**src/rtl/nibble_acc_pkg.sv**
```systemverilog
// Shared definitions for the nibble accumulator control stage: operand width,
// command op codes and the controller state encoding.
package nibble_acc_pkg;

    localparam int unsigned NIBBLE_W = 4;

    // Command op codes carried on in_op
    localparam logic [1:0] OP_LOAD  = 2'b00;
    localparam logic [1:0] OP_ADD   = 2'b01;
    localparam logic [1:0] OP_CLEAR = 2'b10;
    localparam logic [1:0] OP_SUB   = 2'b11;

    typedef enum logic [1:0] {
        ST_IDLE,
        ST_SETTLE,
        ST_CAPTURE
    } state_e;

endpackage

```
**src/rtl/settle_timer.sv**
```systemverilog
// Loadable down-counter with a done flag. Used to hold off a capture while a
// multi-cycle combinational path (e.g. a ripple-carry chain) settles.
module settle_timer #(
    parameter int unsigned CNT_W = 4
) (
    input  logic             clk_i,
    input  logic             rst_i,
    input  logic             load_i,
    input  logic [CNT_W-1:0] load_val_i,
    input  logic             en_i,
    output logic             done_o
);

    logic [CNT_W-1:0] cnt_q, cnt_d;

    // Load has priority; otherwise count down and stop at zero.
    always_comb begin
        cnt_d = cnt_q;
        if (load_i) begin
            cnt_d = load_val_i;
        end else if (en_i && (cnt_q != '0)) begin
            cnt_d = cnt_q - 1'b1;
        end
    end

    // Counter register, cleared asynchronously.
    always_ff @(posedge clk_i or posedge rst_i) begin
        if (rst_i) begin
            cnt_q <= '0;
        end else begin
            cnt_q <= cnt_d;
        end
    end

    assign done_o = (cnt_q == '0);

endmodule

```
**src/rtl/nibble_accumulator_ctrl.sv**
```systemverilog
// Control stage around an external 4-bit ripple-carry adder. Accepts nibble
// commands over valid/ready, drives the adder operands, waits SETTLE_CYCLES for
// the chain to settle, then captures sum/carry into the accumulator.
// Optional feature macro: ACC_SUBTRACT_EN (op 11 becomes SUB; otherwise no-op).
module nibble_accumulator_ctrl
    import nibble_acc_pkg::*;
#(
    parameter int unsigned         SETTLE_CYCLES = 2,
    parameter logic [NIBBLE_W-1:0] ACC_RESET_VAL = 4'h0
) (
    input  logic                CLK,
    input  logic                RST,
    input  logic                in_valid,
    output logic                in_ready,
    input  logic [1:0]          in_op,
    input  logic [NIBBLE_W-1:0] in_data,
    output logic [NIBBLE_W-1:0] add_a,
    output logic [NIBBLE_W-1:0] add_b,
    output logic                add_cin,
    input  logic [NIBBLE_W-1:0] add_s,
    input  logic                add_cout,
    output logic [NIBBLE_W-1:0] acc,
    output logic                carry,
    output logic                ovf,
    output logic                res_valid,
    output logic                busy
);

    if ((SETTLE_CYCLES == 0) || (SETTLE_CYCLES > 15)) begin : g_settle_range_check
        $error("nibble_accumulator_ctrl: SETTLE_CYCLES must be in 1..15");
    end

    localparam logic [NIBBLE_W-1:0] SETTLE_LOAD = NIBBLE_W'(SETTLE_CYCLES - 1);

    state_e              state_q, state_d;
    logic [NIBBLE_W-1:0] acc_q, acc_d;
    logic [NIBBLE_W-1:0] add_a_q, add_a_d;
    logic [NIBBLE_W-1:0] add_b_q, add_b_d;
    logic                add_cin_q, add_cin_d;
    logic                carry_q, carry_d;
    logic                ovf_q, ovf_d;
    logic                res_valid_q, res_valid_d;
    logic                tmr_load, tmr_en, tmr_done;
    logic                accept;

    assign in_ready = (state_q == ST_IDLE) && !RST;
    assign accept   = in_valid && in_ready;

    settle_timer #(
        .CNT_W (NIBBLE_W)
    ) u_settle_timer (
        .clk_i      (CLK),
        .rst_i      (RST),
        .load_i     (tmr_load),
        .load_val_i (SETTLE_LOAD),
        .en_i       (tmr_en),
        .done_o     (tmr_done)
    );

    // Next-state, operand and result logic.
    always_comb begin
        state_d     = state_q;
        acc_d       = acc_q;
        add_a_d     = add_a_q;
        add_b_d     = add_b_q;
        add_cin_d   = add_cin_q;
        carry_d     = carry_q;
        ovf_d       = ovf_q;
        res_valid_d = 1'b0;
        tmr_load    = 1'b0;
        tmr_en      = 1'b0;
        unique case (state_q)
            ST_IDLE: begin
                if (accept) begin
                    unique case (in_op)
                        OP_LOAD: begin
                            acc_d       = in_data;
                            carry_d     = 1'b0;
                            ovf_d       = 1'b0;
                            res_valid_d = 1'b1;
                        end
                        OP_CLEAR: begin
                            acc_d       = ACC_RESET_VAL;
                            carry_d     = 1'b0;
                            ovf_d       = 1'b0;
                            res_valid_d = 1'b1;
                        end
                        OP_ADD: begin
                            add_a_d   = acc_q;
                            add_b_d   = in_data;
                            add_cin_d = 1'b0;
                            tmr_load  = 1'b1;
                            state_d   = ST_SETTLE;
                        end
                        default: begin
`ifdef ACC_SUBTRACT_EN
                            // Two's-complement subtract through the same adder.
                            add_a_d   = acc_q;
                            add_b_d   = ~in_data;
                            add_cin_d = 1'b1;
                            tmr_load  = 1'b1;
                            state_d   = ST_SETTLE;
`else
                            // Accepted no-op: only acknowledge.
                            res_valid_d = 1'b1;
`endif
                        end
                    endcase
                end
            end
            ST_SETTLE: begin
                tmr_en = 1'b1;
                if (tmr_done) begin
                    state_d = ST_CAPTURE;
                end
            end
            ST_CAPTURE: begin
                acc_d       = add_s;
                carry_d     = add_cout;
`ifdef ACC_SUBTRACT_EN
                // cin=1 marks a subtract, where a missing carry means borrow.
                ovf_d       = ovf_q | (add_cin_q ? ~add_cout : add_cout);
`else
                ovf_d       = ovf_q | add_cout;
`endif
                res_valid_d = 1'b1;
                state_d     = ST_IDLE;
            end
            default: begin
                state_d = ST_IDLE;
            end
        endcase
    end

    // State and datapath registers; reset aborts any operation in flight.
    always_ff @(posedge CLK or posedge RST) begin
        if (RST) begin
            state_q     <= ST_IDLE;
            acc_q       <= ACC_RESET_VAL;
            add_a_q     <= '0;
            add_b_q     <= '0;
            add_cin_q   <= 1'b0;
            carry_q     <= 1'b0;
            ovf_q       <= 1'b0;
            res_valid_q <= 1'b0;
        end else begin
            state_q     <= state_d;
            acc_q       <= acc_d;
            add_a_q     <= add_a_d;
            add_b_q     <= add_b_d;
            add_cin_q   <= add_cin_d;
            carry_q     <= carry_d;
            ovf_q       <= ovf_d;
            res_valid_q <= res_valid_d;
        end
    end

    assign add_a     = add_a_q;
    assign add_b     = add_b_q;
    assign add_cin   = add_cin_q;
    assign acc       = acc_q;
    assign carry     = carry_q;
    assign ovf       = ovf_q;
    assign res_valid = res_valid_q;
    assign busy      = (state_q != ST_IDLE);

endmodule

```
**config.mk**
```make
export PLATFORM = sky130hd
export DESIGN_NAME = nibble_accumulator_ctrl
export DESIGN_NICKNAME = d
export VERILOG_FILES = /design/src/rtl/nibble_acc_pkg.sv /design/src/rtl/settle_timer.sv /design/src/rtl/nibble_accumulator_ctrl.sv
export SDC_FILE = /design/constraint.sdc
export NUM_CORES = 1
export LEC_CHECK = 0
export ABC_AREA = 0
export BUFFER_PORTS_ARGS = -buffer_cell sky130_fd_sc_hd__clkbuf_2
export CORE_ASPECT_RATIO = 1.2
export CORE_UTILIZATION = 50
export CTS_CLUSTER_SIZE = 14
export DETAILED_ROUTE_END_ITERATION = 8
export GPL_TIMING_DRIVEN = 0
export PLACE_DENSITY = 0.81
export SYNTH_ARGS = -nofsm -noshare
export SYNTH_HDL_FRONTEND = slang
export SYNTH_HIERARCHICAL = 1
export SYNTH_SLANG_ARGS = --single-unit
```
**constraint.sdc**
```tcl
create_clock -name CLK -period 3.5 [get_ports CLK]
set_input_delay 0.35 -clock CLK [delete_from_list [all_inputs] [get_ports CLK]]
set_output_delay 0.35 -clock CLK [all_outputs]
set_load 0.01 [all_outputs]
```
* After elaboration in Yosys (flattened, before gate mapping)
Index checks and enable logic that the tools add are counted.
** Storage, ports and cells
- Input port bits :: 14
- Register bits :: 21
- Word-level logic and storage cells :: 55
- Output and inout bits :: 18
** Operators by class
- Add/subtract/negate cells :: 1
- Reductions and logical operators :: 16
- Muxes and demuxes :: 20
- Equality and inequality tests :: 9
- Bitwise operators :: 1
** Operators with widths (count)
- 4-bit one-hot mux with 2 select lines :: 2
- 4-bit 2-to-1 mux :: 3
- 3-bit AND reduction :: 4
- 1-bit 2-to-1 mux :: 8
- 2-bit 2-to-1 mux :: 3
- 2-bit != test (second input constant) :: 3
- 1-bit one-hot mux with 2 select lines :: 3
- 2-bit nonzero test :: 3
- 2-bit by 1-bit == test with 1-bit output (second input constant) :: 2
- 2-bit == test (second input constant) :: 2
- 2-bit logical NOT :: 2
- 4-bit logical NOT :: 1
- 2-bit one-hot mux with 2 select lines :: 1
- 4-bit nonzero test :: 1
- 4-bit by 1-bit subtractor with 4-bit output (second input constant) :: 1
- 1-bit logical AND :: 3
- 3-bit by 1-bit != test with 1-bit output (second input constant) :: 1
- 2-bit by 1-bit != test with 1-bit output (second input constant) :: 1
- 2-bit OR reduction :: 1
- 1-bit logical NOT :: 1
- 1-bit OR :: 1

* Depth between registers and ports, before layout
- Word-level depth :: 6
- Depth in mapped cells :: 8
- Mapped depth without buffers :: 6

* Cells and area by module
Netlist, hierarchy kept.
** By module, submodules not included
- nibble_accumulator_ctrl :: cells an instance 71, seq. area each 425.4 µm², area each 839.6 µm², instances 1
- settle_timer :: cells an instance 28, seq. area each 100.1 µm², area each 261.5 µm², instances 1

* Worst setup path before layout
Ideal clock, no wire load.
- Path type :: register to register
- Start :: reg state_q[0]
- End :: reg u_settle_timer.cnt_q[3]
- Setup time :: 126 ps
- Buffers on the path :: 3
- Arrival time :: 1915 ps
- Period minus slack after synthesis :: 2041 ps
- Required time :: 3374 ps
- Path slack :: 1459 ps
- Cell stages (with the launch flop) :: 9
- Cells stage by stage :: dfrtp_1 -> buf_6 -> or2_4 -> or3b_1 -> buf_6 -> inv_1 -> clkbuf_1 -> nor3_1 -> a221o_1
** Between the ends
- Word-level cells in the longest chain between the ends :: 6
- Elaborated cells between the ends (all ways) :: 10
- Those cells by class :: eq/ne: 1; mux: 4; reduce/logical: 5
** Ends and longest elaborated chain
- start, declared :: line nibble_accumulator_ctrl.sv:35 : state_e state_q, state_d;
- start signal, assigned :: line nibble_accumulator_ctrl.sv:147 : state_q <= state_d;
- 2-bit logical NOT (*) :: line nibble_accumulator_ctrl.sv:46, nibble_accumulator_ctrl.sv:72
- 1-bit logical AND :: line nibble_accumulator_ctrl.sv:46 : assign in_ready = (state_q == ST_IDLE) && !RST;
- 1-bit logical AND :: line nibble_accumulator_ctrl.sv:47 : assign accept = in_valid && in_ready;
- 1-bit 2-to-1 mux :: line nibble_accumulator_ctrl.sv:74 : if (accept) begin
- 1-bit 2-to-1 mux (*) :: line nibble_accumulator_ctrl.sv:72 : unique case (state_q)
- named net tmr_load :: line nibble_accumulator_ctrl.sv:43 : logic tmr_load, tmr_en, tmr_done;
- 4-bit 2-to-1 mux or 2-bit nonzero test (tied branches)
- end signal, assigned :: line settle_timer.sv:31 : cnt_q <= cnt_d;
- end, declared :: line settle_timer.sv:14 : logic [CNT_W-1:0] cnt_q, cnt_d;
Mark *: on every way through the listed nets, which the timed path passes. The rest lies on a longest branch.
A chain may end at the register's enable or synchronous reset.

* Worst setup path after layout
- Start :: in RST
- End :: reg u_settle_timer.cnt_q[3]
** Between the ends
- Word-level cells in the longest chain between the ends :: 6
- Elaborated cells between the ends (all ways) :: 7
- Those cells by class :: mux: 3; reduce/logical: 4
** Ends and longest elaborated chain
- start, declared :: line nibble_accumulator_ctrl.sv:12 : input logic RST,
- 1-bit logical NOT (no source line) (*)
- 1-bit logical AND (*) :: line nibble_accumulator_ctrl.sv:46
- 1-bit logical AND (*) :: line nibble_accumulator_ctrl.sv:47
- 1-bit 2-to-1 mux (*) :: line nibble_accumulator_ctrl.sv:74
- 1-bit 2-to-1 mux (*) :: line nibble_accumulator_ctrl.sv:72
- named net tmr_load :: line nibble_accumulator_ctrl.sv:43
- 4-bit 2-to-1 mux or 2-bit nonzero test (tied branches)
Marked as above.

==> results.md <==
- Slowest stage delay, CP: 0.53 ns
- CP Launch Type: input port
- Critical path, cell by cell: dlygate4sd3_1, clkbuf_2, nor2b_1, or3b_1, buf_6, inv_1, clkbuf_1, nor3_1, a221o_1
- CP Data Arrival Time: ~2.5 ns
- Max_slew headroom: 57.5%
- Most frequent cells in the layout: 30 x clkbuf_2, 21 x dfrtp_1, 14 x inv_1, 8 x mux2_4
- Max-slew violation count: 0
- Rows: 18
- Dpl hpwl: around 1.6 mm
- Post-Synthesis Cells: between 90 and 100
- Unique masters post-synth: 34
- Die W: approximately 45 um
- Inst Count DP: 162
- Cell depth of the worst flop-to-flop path: 7
- First-pass GRT wire length: 3.03 mm
- Vias: 797
- Yosys warning count: 6
- Power Density: 725 nW/um2
- Max cap viols: 0
- Reg2reg end: u_settle_timer/cnt_q[3]
- Initial antenna violation count: 0
- Clock Latency Late Sink: 0.29 ns
- Clock Pin Slew Worst Setup and Hold Paths: ~0.11 ns
- Synthesized cell area: between 1000 and 1500 um2
- Setup Fix Bufs, Post-CTS: 0
- Initial DRC Count: 13
- Total grt overflow: 0
- Resized Gates After CTS: 0
- Clk sink count: 21
- Final setup viols: 0
- Worst VDD drop: 359 uV
- Share of cells above drive strength 1: 38.7%
- Number of I/O port buffers: 30
- Detailed Route WL: 2.00 mm
- Peak Freq: 440 MHz
- Total die area: ~2400 um2
- Wire per inst: about 12 um
- Setup TNS Final: 0 ns
- Final hold vios: 0
- Multi-input gate area: 500 um2
- FF-to-FF Start: state_q[1]
- Vias per cell: 4.77
- Worst-Margin Slew: 0.637 ns
- Worst hold endpoint: ovf
- Top Layer Used: met4
- WP data required: 3.68 ns
- Tmin final: 2.27 ns
- Initial Util: between 50 and 60%
- Post-synth ARST share: 100%
- Vias in the first global route: 779
- Sequential area share after synthesis: 47.7%
- Fill cells: 184
- Largest net degree at the start of global routing: 18
- Router iterations before antenna repair: 4
- Core area: 2070 um2
- Layout Cells excl Fill: roughly 170
- Leakage Power: slightly above 0.0007 uW
- Root Driver: clkbuf_4
- Htree depth: 1
- GRT Util Overall: 17.8%
- Critical path class: input port to flop
- Internal reg-to-reg setup slack: 1.31 ns
- Average size of a mapped cell: 11.1 um2
- DR WL met3: roughly 66 um
- Residual antenna-violating net count after detailed routing: 0
- Final Cycle Share: about two thirds
- Hold Crit Class: input port to flop
- Hold Crit Start: in_valid
- Slowest cell on crit path: dlygate4sd3_1
- I/O pins: 32
- CP endpoint kind: flop
- Layout area overhead: 21.4%
- TritonCTS buffer count: 3
- Die Y-Extent: about 53 um
- Post-synth top flop: dfrtp_1
- RD Place Congestion: roughly 0.80
- Cts hold-fix bufs: 1
- Yosys reg bits: 21
- FF/Latch Area: 526 um2
- Met1 Wirelength: 836 um
- Critical Path Fanout Max: 10
- Hold depth: 2
- ANT cells: 0
- CTS max path bufs: 2
- Nets: 153
- DRC: 0
- Fin Clk Skew: 0.00272 ns
- Status: finished, final reports clean
- Post-synth EDFFs: 0
- CTS tree: yes
- Commonest non-fill, non-tap cell in the layout: clkbuf_2
- DR WL met2: 1.08 mm
- Unrepaired setup endpoints after global routing: no
-- per-layer routing --
| layer | vias up | GRT usage, % |
|---|---|---|
| met3 | 2 | 3.75 |
| met5 | - | 0 |
| li1 | 402 | - |
| met1 | 378 | 15.7 |
| met2 | 15 | 36.3 |
| met4 | 0 | 8.59 |
-- critical path, delay by kind of cell --
family | cells | cell delay [ns]
buf+inv | 5 | 1.18
simple gates | 3 | 0.60
compound gates | 1 | 0.32
-- worst max-delay path by stage --
stage | cells after the start | to | startpoint | slack, ns
final | 9 | u_settle_timer/cnt_q[3] | RST | 1.23
after global routing | 9 | u_settle_timer/cnt_q[3] | RST | 1.11
after CTS | 9 | u_settle_timer/cnt_q[3] | RST | 1.23
after detailed placement | 7 | u_settle_timer/cnt_q[3] | state_q[1] | 1.34
after global placement | 7 | u_settle_timer/cnt_q[3] | state_q[1] | 1.37
after floorplan | 8 | u_settle_timer/cnt_q[3] | state_q[0] | 1.46
-- per-stage QoR --
| stage | hold slack (ns) | setup slack, ns | area, um2 | total power [uW] | utilization [%] |
|---|---|---|---|---|---|
| finish | 0.264 | 1.23 | 1340 | 968 | 64.5 |
| global placement | 0.274 | 1.37 | 1300 | 845 | 62.7 |
| detailed placement | 0.285 | 1.34 | 1300 | 866 | 62.7 |
| floorplan | 0.116 | 1.46 | 1110 | 720 | - |
| global route | 0.246 | 1.11 | 1340 | 1040 | 64.5 |
| CTS | 0.252 | 1.23 | 1340 | 979 | 64.5 |
-- cell families (layout without fill, tap and decap cells) --
| logic type | after synthesis | count (layout) | share of synthesized area (%) |
|---|---|---|---|
| and+or+nand+nor | 27 | 27 | 17.8 |
| buffers and inverters | 18 | 53 | 7.84 |
| muxes | 12 | 12 | 14.5 |
| adders and majority gates | 1 | 1 | 1.14 |
| AOI/OAI and AO/OA | 18 | 18 | 10.2 |
| DFF | 21 | 21 | 47.7 |
| other | 2 | 5 | 0.682 |
-- cell usage after synthesis (2+ instances only) --
cell type,number,area (um2)
dfrtp_1,21,526
inv_1,14,52.6
mux2_4,8,120
a21oi_1,5,25.0
a31oi_1,5,31.3
nand2_1,5,18.8
mux2i_1,4,40.0
nand2b_1,4,25.0
and3b_2,3,30.0
buf_6,2,22.5
conb_1,2,7.51
nor2_1,2,7.51
o21ai_0,2,10.0
o21ai_1,2,10.0
-- area by class of cell --
class | count | area share, %
flip-flops and latches | 21 | 39.3
clock buffers | 4 | 1.97
inverters | 14 | 3.93
repair buffers | 31 | 12.0
plain buffers | 4 | 2.53
multi-input cells | 63 | 37.5
well taps | 30 | 2.81
-- power breakdown --
part | leakage (uW) | internal, uW | switching [uW]
combinational | 0.000446 | 234 | 198
clock | 0.0000150 | 44.3 | 66.5
sequential | 0.000265 | 350 | 74.2
-- registers in the layout (all words and copies together) (netlist names) --
signal                flops
state_q                   2
carry                     1
add_a                     4
add_b                     4
res_valid                 1
u_settle_timer/cnt_q      4
acc                       4
ovf                       1
Note: power is estimated with default switching activity, not from simulation.
